--- src/rtl/kamacore_lsu.sv ---
// Load/store unit between an RV32I core and a word-wide asynchronous-read memory.
// Handles byte/halfword lane extraction on loads and read-modify-write merging on stores.
module kamacore_lsu #(
  parameter int ADDR_WIDTH     = 8,
  parameter int MEM_ADDR_WIDTH = ADDR_WIDTH,
  parameter int CPU_WIDTH      = 32
) (
  input  logic                      clk,
  input  logic                      rst_n,
  // valid/ready: a transfer happens on a posedge where valid && ready; valid holds its payload until then.
  input  logic                      req_valid,
  output logic                      req_ready,
  input  logic                      req_we,
  input  logic [2:0]                req_funct3,
  input  logic [CPU_WIDTH-1:0]      req_addr,
  input  logic [CPU_WIDTH-1:0]      req_wdata,
  input  logic [4:0]                req_rd,
  output logic                      rsp_valid,
  input  logic                      rsp_ready,
  output logic [CPU_WIDTH-1:0]      rsp_data,
  output logic [4:0]                rsp_rd,
  output logic                      rsp_err,
  output logic                      mem_we,
  output logic [MEM_ADDR_WIDTH-1:0] mem_a,
  output logic [CPU_WIDTH-1:0]      mem_di,
  input  logic [CPU_WIDTH-1:0]      mem_spo,
  output logic [1:0]                dbg_state
);

  typedef enum logic [1:0] {
    S_IDLE  = 2'd0,
    S_LOAD  = 2'd1,
    S_STORE = 2'd2,
    S_RESP  = 2'd3
  } state_t;

  state_t                    r_state;
  logic [2:0]                r_funct3;
  logic [MEM_ADDR_WIDTH+1:0] r_addr;
  logic [CPU_WIDTH-1:0]      r_wdata;
  logic [CPU_WIDTH-1:0]      r_rsp_data;
  logic [4:0]                r_rsp_rd;
  logic                      r_rsp_err;

  logic                      w_f3_ok;
  logic                      w_misal;
  logic                      w_err;
  logic [7:0]                w_byte;
  logic [15:0]               w_half;
  logic [CPU_WIDTH-1:0]      w_load_data;
  logic [3:0]                w_mask;
  logic [CPU_WIDTH-1:0]      w_wrep;
  logic [CPU_WIDTH-1:0]      w_merged;
  logic                      w_unused;

  // Upper address bits are deliberately dropped so the word index wraps.
  assign w_unused = ^req_addr[CPU_WIDTH-1:MEM_ADDR_WIDTH+2];

  always_comb begin
    w_f3_ok = 1'b0;
    case (req_funct3)
      3'b000, 3'b001, 3'b010: w_f3_ok = 1'b1;
      3'b100, 3'b101:         w_f3_ok = ~req_we;
      default:                w_f3_ok = 1'b0;
    endcase
    w_misal = ((req_funct3[1:0] == 2'b01) && req_addr[0]) ||
              ((req_funct3[1:0] == 2'b10) && (req_addr[1:0] != 2'b00));
    w_err   = ~w_f3_ok | w_misal;
  end

  always_comb begin
    w_byte      = mem_spo[{r_addr[1:0], 3'b000} +: 8];
    w_half      = r_addr[1] ? mem_spo[31:16] : mem_spo[15:0];
    w_load_data = mem_spo;
    case (r_funct3)
      3'b000:  w_load_data = {{24{w_byte[7]}}, w_byte};
      3'b001:  w_load_data = {{16{w_half[15]}}, w_half};
      3'b100:  w_load_data = {24'd0, w_byte};
      3'b101:  w_load_data = {16'd0, w_half};
      default: w_load_data = mem_spo;
    endcase
  end

  // Store data is replicated across lanes, then the byte mask picks which lanes replace the old word.
  always_comb begin
    w_mask = 4'b1111;
    w_wrep = r_wdata;
    case (r_funct3[1:0])
      2'b00: begin
        w_mask = 4'b0001 << r_addr[1:0];
        w_wrep = {4{r_wdata[7:0]}};
      end
      2'b01: begin
        w_mask = r_addr[1] ? 4'b1100 : 4'b0011;
        w_wrep = {2{r_wdata[15:0]}};
      end
      default: begin
        w_mask = 4'b1111;
        w_wrep = r_wdata;
      end
    endcase
    w_merged = mem_spo;
    for (int i = 0; i < 4; i++) begin
      w_merged[8*i +: 8] = w_mask[i] ? w_wrep[8*i +: 8] : mem_spo[8*i +: 8];
    end
  end

  always_ff @(posedge clk or negedge rst_n) begin
    if (!rst_n) begin
      r_state    <= S_IDLE;
      r_funct3   <= 3'd0;
      r_addr     <= '0;
      r_wdata    <= '0;
      r_rsp_data <= '0;
      r_rsp_rd   <= 5'd0;
      r_rsp_err  <= 1'b0;
    end else begin
      case (r_state)
        S_IDLE: begin
          if (req_valid) begin
            r_funct3   <= req_funct3;
            r_addr     <= req_addr[MEM_ADDR_WIDTH+1:0];
            r_wdata    <= req_wdata;
            r_rsp_rd   <= req_rd;
            r_rsp_data <= '0;
            r_rsp_err  <= w_err;
            if (w_err)       r_state <= S_RESP;
            else if (req_we) r_state <= S_STORE;
            else             r_state <= S_LOAD;
          end
        end
        S_LOAD: begin
          r_rsp_data <= w_load_data;
          r_state    <= S_RESP;
        end
        S_STORE: begin
          r_state <= S_RESP;
        end
        S_RESP: begin
          if (rsp_ready) r_state <= S_IDLE;
        end
        default: r_state <= S_IDLE;
      endcase
    end
  end

  // Memory-side outputs decode straight from state so reset clears them immediately.
  assign req_ready = (r_state == S_IDLE);
  assign rsp_valid = (r_state == S_RESP);
  assign rsp_data  = r_rsp_data;
  assign rsp_rd    = r_rsp_rd;
  assign rsp_err   = r_rsp_err;
  assign mem_we    = (r_state == S_STORE);
  assign mem_a     = ((r_state == S_LOAD) || (r_state == S_STORE)) ? r_addr[MEM_ADDR_WIDTH+1:2] : '0;
  assign mem_di    = (r_state == S_STORE) ? w_merged : '0;
  assign dbg_state = r_state;

endmodule
--- config.mk ---
export PLATFORM = sky130hd
export DESIGN_NAME = kamacore_lsu
export DESIGN_NICKNAME = d
export VERILOG_FILES = /design/src/rtl/kamacore_lsu.sv
export SDC_FILE = /design/constraint.sdc
export NUM_CORES = 1
export LEC_CHECK = 0
export CELL_PAD_IN_SITES_DETAIL_PLACEMENT = 1
export CELL_PAD_IN_SITES_GLOBAL_PLACEMENT = 2
export CORE_UTILIZATION = 28
export DETAILED_ROUTE_END_ITERATION = 6
export MAX_ROUTING_LAYER = met4
export PLACE_DENSITY_LB_ADDON = 0.12
export SYNTH_ARGS = -nofsm -noshare
export SYNTH_HDL_FRONTEND = slang
export SYNTH_SLANG_ARGS = --single-unit
--- constraint.sdc ---
create_clock -name clk -period 3.27 [get_ports clk]
set_input_delay 0.4905 -clock clk [delete_from_list [all_inputs] [get_ports clk]]
set_output_delay 0.4905 -clock clk [all_outputs]
set_load 0.05 [all_outputs]
**Yosys cells after proc, flatten, opt, wreduce, memory -nomap -nowiden**

Cells that the tools add are included.

- $add $sub $neg: 0
- $mul: 0
- Div/mod/pow operators: 0
- Magnitude comparators: 0
- Equal/unequal tests: 15
- Shifts and indexed selects: 2
- Multiplexer cells: 19
- Bitwise gates (word level): 3
- Reduce and logical (&&, ||, !) cells: 16

Operators by type and width:

| operator | count |
|---|---|
| case mux 32 bit (2 select lines) | 2 |
| case mux 32 bit (4 select lines) | 1 |
| 2-to-1 mux 32 bit | 2 |
| 2-to-1 mux 8 bit | 5 |
| variable part select 32 x 6 -> 8 bit | 1 |
| 2-to-1 mux 16 bit | 1 |
| equality test 3 bit, second input constant | 4 |
| 2-to-1 mux 2 bit | 4 |
| case mux 4 bit (2 select lines) | 1 |
| equality test 2 x 1 -> 1 bit, second input constant | 3 |
| equality test 2 bit, second input constant | 3 |
| equality test 3 x 1 -> 1 bit, second input constant | 2 |
| zero test 3 bit | 2 |
| case mux 2 bit (3 select lines) | 1 |
| AND reduction 2 bit | 3 |
| zero test 2 bit | 2 |
| 2-to-1 mux 4 bit | 1 |
| nonzero test 2 bit | 2 |
| OR reduction 2 bit | 2 |
| << shifter 1 x 2 -> 4 bit, first input constant | 1 |
| equality test 3 x 2 -> 1 bit, second input constant | 1 |
| OR reduction 3 bit | 1 |
| logical AND 1 bit | 2 |
| logical OR 1 bit | 2 |
| other kinds (5) | 6 |

- Flip-flop bits (word level): 85
- Bits in latches: 0
- RAM bits: 0
- Memory bits (read-only): 0
- Output and inout bits: 83
- Memories kept: 0

**Longest topological paths before layout**

- Word-level depth: 8
- Mapped depth: 8
- Gate-level depth less buffers: 6

**Worst setup path before layout**

Ideal clock, no wire load.

- Path type: reg-to-output
- Start: reg r_state[1] (netlist: dbg_state[1])
- End: out mem_di[26]
- Arrival: 2646 ps
- Data required time: 2779 ps
- Path slack: 134 ps
- Cell stages (with the launch flop): 6
- Buffers on the path: 2
- Cells stage by stage: dfrtp_1 -> ha_1 -> buf_1 -> clkbuf_1 -> o221ai_1 -> a21oi_1

- Cells in the longest elaborated chain, start to end: 2

RTL lines:

| what | line | RTL |
|---|---|---|
| from (decl) | 37 | `state_t r_state;` |
| from (signal assigned) | 110 | `r_state <= S_IDLE;` |
| from (signal assigned) | 127 | `if (w_err) r_state <= S_RESP;` |
| from (signal assigned) | 128 | `else if (req_we) r_state <= S_STORE;` |
| equality test 2 bit | - |  |
| named net mem_we | 23 | `output logic mem_we,` |
| 2-to-1 mux 32 bit | 155 | `assign mem_di = (r_state == S_STORE) ? w_merged : '0;` |
| to (decl) | 25 | `output logic [CPU_WIDTH-1:0] mem_di,` |

The timed path passes the listed nets, and every way through them passes these cells.

**Final worst setup path**

- Start: reg r_funct3[0]
- End: out mem_di[10]

- Cells in the longest elaborated chain, start to end: 4

RTL lines:

| what | line | RTL |
|---|---|---|
| from (decl) | 38 | `logic [2:0] r_funct3;` |
| from (signal assigned) | 121 | `r_funct3 <= req_funct3;` |
| equality test 2 x 1 -> 1 bit / zero test 2 bit (equally long branches) | 88 | `case (r_funct3[1:0])` |
| case mux 32 bit (2 select lines) / case mux 4 bit (2 select lines) (equally long branches) | 88 |  |
| 2-to-1 mux 8 bit * | 104 | `w_merged[8*i +: 8] = w_mask[i] ? w_wrep[8*i +: 8] : mem_spo[8*i +: 8];` |
| 2-to-1 mux 32 bit * | 155 |  |

Mark *: on every way between the ends. The rest lies on a longest branch, timed or not.

==> metrics <==
status finished, final reports clean; worst hold slack about 0.18 ns; # hold bufs at CTS 0; Worst Tran Pin Value 0.9630 ns; DR DRC count 0; GP Congestion 0.7875; # IOs 192; synthesized area per cell about 10 um^2; crit path DAT around 2.4 ns; final hold violations 0; chip width 134.2 um; Final nets 737; crit-path max FO 18; register area share after synthesis 43.49%; Vias 4499; global-route wire length before repair around 28000 um; clk_skew 0.007586 ns; Startpoint Class flop; largest net degree at the start of global routing 86; maximum VDD drop 0.0005311 V; P&R area growth vs syn 51.60%; CP Class flop to primary output; Worst Path Buf+Inv 2; Core Area 16820 um^2; Critical Path RT 2.78 ns; worst-case reg-to-reg path depth 7; worst r2r src dbg_state[1]; Final Setup Violations 0; Mapped Area 4891 um^2; Yosys warnings 0; layout cells sized above 1 19.55%; HP Class input pin to async pin; Port Buffers 169; slowest stage cell, crit path dfrtp_1; Worst setup EP type primary output; Ant. Diodes 0; post-route ant nets 0; Yosys cell types 39; Reg area 2127 um^2; Fill cells 1835; routed len/inst just over 20 um; FMAX 0.3462 GHz; Final Cycle Share 88.33%; P_leak 3.191 nW; Slew headroom 35.80%; clk slew on worst S/H paths ~0.060 ns; Die Span Y 134.2 um; CTS Buffer Depth 2; TritonCTS clock tree done; gr usage total 20.77%; Tmin final a little under 3 ns; die area about 18000 um^2; post-synthesis instance total 470; Crit path max-delay family simple AND/OR/NAND/NOR gates; CP peak stage delay 0.58 ns; overflow left after global routing 0; Yosys reg bits 85; Starting Density between 20% and 30%; syn nets 583; Clock Latency Late Sink 0.34 ns; Initial DRC Count 260; vias in the first global route 4802; Root Buffer clkbuf_16; post-DP HPWL 13280 um; Routed Wire Length 17470 um; FP Rows 47; DRT Pass-1 Iters 4; RSZ-0062 raised after global routing false; reg-to-reg setup timing slack 1.00 ns; Setup TNS 0 ns; post-DR vias/cell 5.299; post-CTS setup buffers 0; cts bufs inserted 9; CP cell instances buf_4 > nor2_1 > nand2_1 > nand3_1 > o211a_1 > buf_12; Placed Cells incl. Taps 833; initial antenna violation count 0; CTS resizes 0; clk sinks 85; Layout Cells excl Fill 849; pwr dens 1226 nW/um^2; Max-cap violations 0; worst reg2reg endpoint rsp_data[20]; Slew Limit Fails 0; H-tree lvl count 3; area of the multi-input gates 2554 um^2
## Yosys cell counts, drive strengths merged
library cell	instances	area [um^2]
ha	4	50.05
o31ai	8	60.06
o2111ai	1	8.760
o32a	1	10.01
mux2	60	675.7
and2	8	50.05
buf	12	58.81
and3	2	12.51
o211a	16	160.2
nor3	1	5.000
a21o	4	30.03
dfrtp	85	2127
inv	13	48.80
a211oi	1	7.510
a32oi	23	201.4
a22oi	26	195.2
clkbuf	28	105.1
and4b	1	10.01
a21oi	10	53.80
nor2b	10	62.56
nand3b	1	7.510
nand2	38	142.6
o21ai	11	55.05
a22o	3	26.28
or3	1	6.260
mux2i	26	260.3
nand2b	3	18.77
o221ai	7	61.31
nor3b	2	15.01
or2	1	6.260
a2bb2oi	1	8.760
nand3	34	170.2
nor2	12	45.04
a221o	8	80.08
a2111o	1	11.26
o22ai	7	43.79
## metrics by stage
step           area (um^2)  util, %  worst slack [ns]  total power [W]
4_1_cts               7415    44.09            0.3577         0.009179
5_1_grt               7415    44.09            0.1993         0.009618
2_1_floorplan         4891        -            0.1337         0.005800
3_3_place_gp          7119    42.33            0.7572         0.008006
3_5_place_dp          7119    42.33            0.7508         0.008114
6_report              7415    44.09            0.3815         0.009088
## worst max-delay path by stage
stage                  from          to  cells after the start
5_1_grt         r_funct3[0]   mem_di[0]                      5
2_1_floorplan  dbg_state[1]  mem_di[26]                      5
6_report        r_funct3[0]  mem_di[10]                      6
3_5_place_dp    r_funct3[0]   mem_di[2]                      5
4_1_cts         r_funct3[0]   mem_di[2]                      5
3_3_place_gp    r_funct3[0]  mem_di[14]                      6
## per-layer routing
metal | GRT usage, % | up-vias | share of wire, %
li1 | - | 2095 | -
met1 | 28.23 | 2270 | 48
met2 | 31.87 | 118 | 47
met3 | 2.986 | 16 | 3.9
met4 | 6.492 | 0 | 1.3
met5 | - | - | 0
## cell usage in the layout, fill, tap and decap left out, types with 2 or more instances in the layout
| cell | instances |
|---|---|
| a221o_1 | 8 |
| a22o_1 | 3 |
| dfrtp_1 | 85 |
| nand2_1 | 37 |
| and3_1 | 2 |
| a21o_1 | 4 |
| clkbuf_1 | 3 |
| nand3_1 | 34 |
| nand2b_1 | 3 |
| clkinvlp_4 | 2 |
| buf_12 | 32 |
| o221ai_1 | 7 |
| mux2_2 | 60 |
| o22ai_1 | 7 |
| clkdlybuf4s50_1 | 136 |
| nor2_1 | 12 |
| clkbuf_16 | 9 |
| mux2i_1 | 26 |
| a21oi_1 | 9 |
| inv_1 | 13 |
| a22oi_1 | 26 |
| o31ai_1 | 8 |
| nor3b_1 | 2 |
| a32oi_1 | 23 |
| ha_1 | 4 |
| o211a_1 | 16 |
| and2_1 | 8 |
| nor2b_1 | 10 |
| o21ai_0 | 11 |
| buf_4 | 15 |
## state kept, by name, summed over array words and instances, names as in the netlist
signal	count
dbg_state	2
r_addr	10
r_funct3	3
r_wdata	32
rsp_rd	5
rsp_data	32
rsp_err	1
## area by class of cell
type / instances / area share (%)
Clock inverter: 3 / 0.6075
Clock buffer: 13 / 3.375
Multi-Input combinational cell: 332 / 34.44
Tap cell: 220 / 3.712
Inverter: 13 / 0.6581
Sequential cell: 85 / 28.69
Timing Repair Buffer: 183 / 28.52
## worst register-to-register path, stage by stage, from the launching register on
cell	delay, ns
dfrtp_1	0.42
inv_1	0.09
ha_1	0.18
buf_4	0.23
nor2_1	0.75
buf_4	0.34
a32oi_1	0.08
nand3_1	0.11
## kinds of logic after synthesis
kind of cell,share of synthesized area [%]
mux,19.14
fa+ha+maj,1.023
compound gates,20.72
simple gates,11.28
flops,43.49
buf+inv,4.349
## where the power goes
| group | switching, W | internal (W) |
|---|---|---|
| sequential | 0.000480 | 0.00156 |
| clock | 0.000415 | 0.000614 |
| combinational | 0.00357 | 0.00245 |
(Power assumes the default switching activity.)
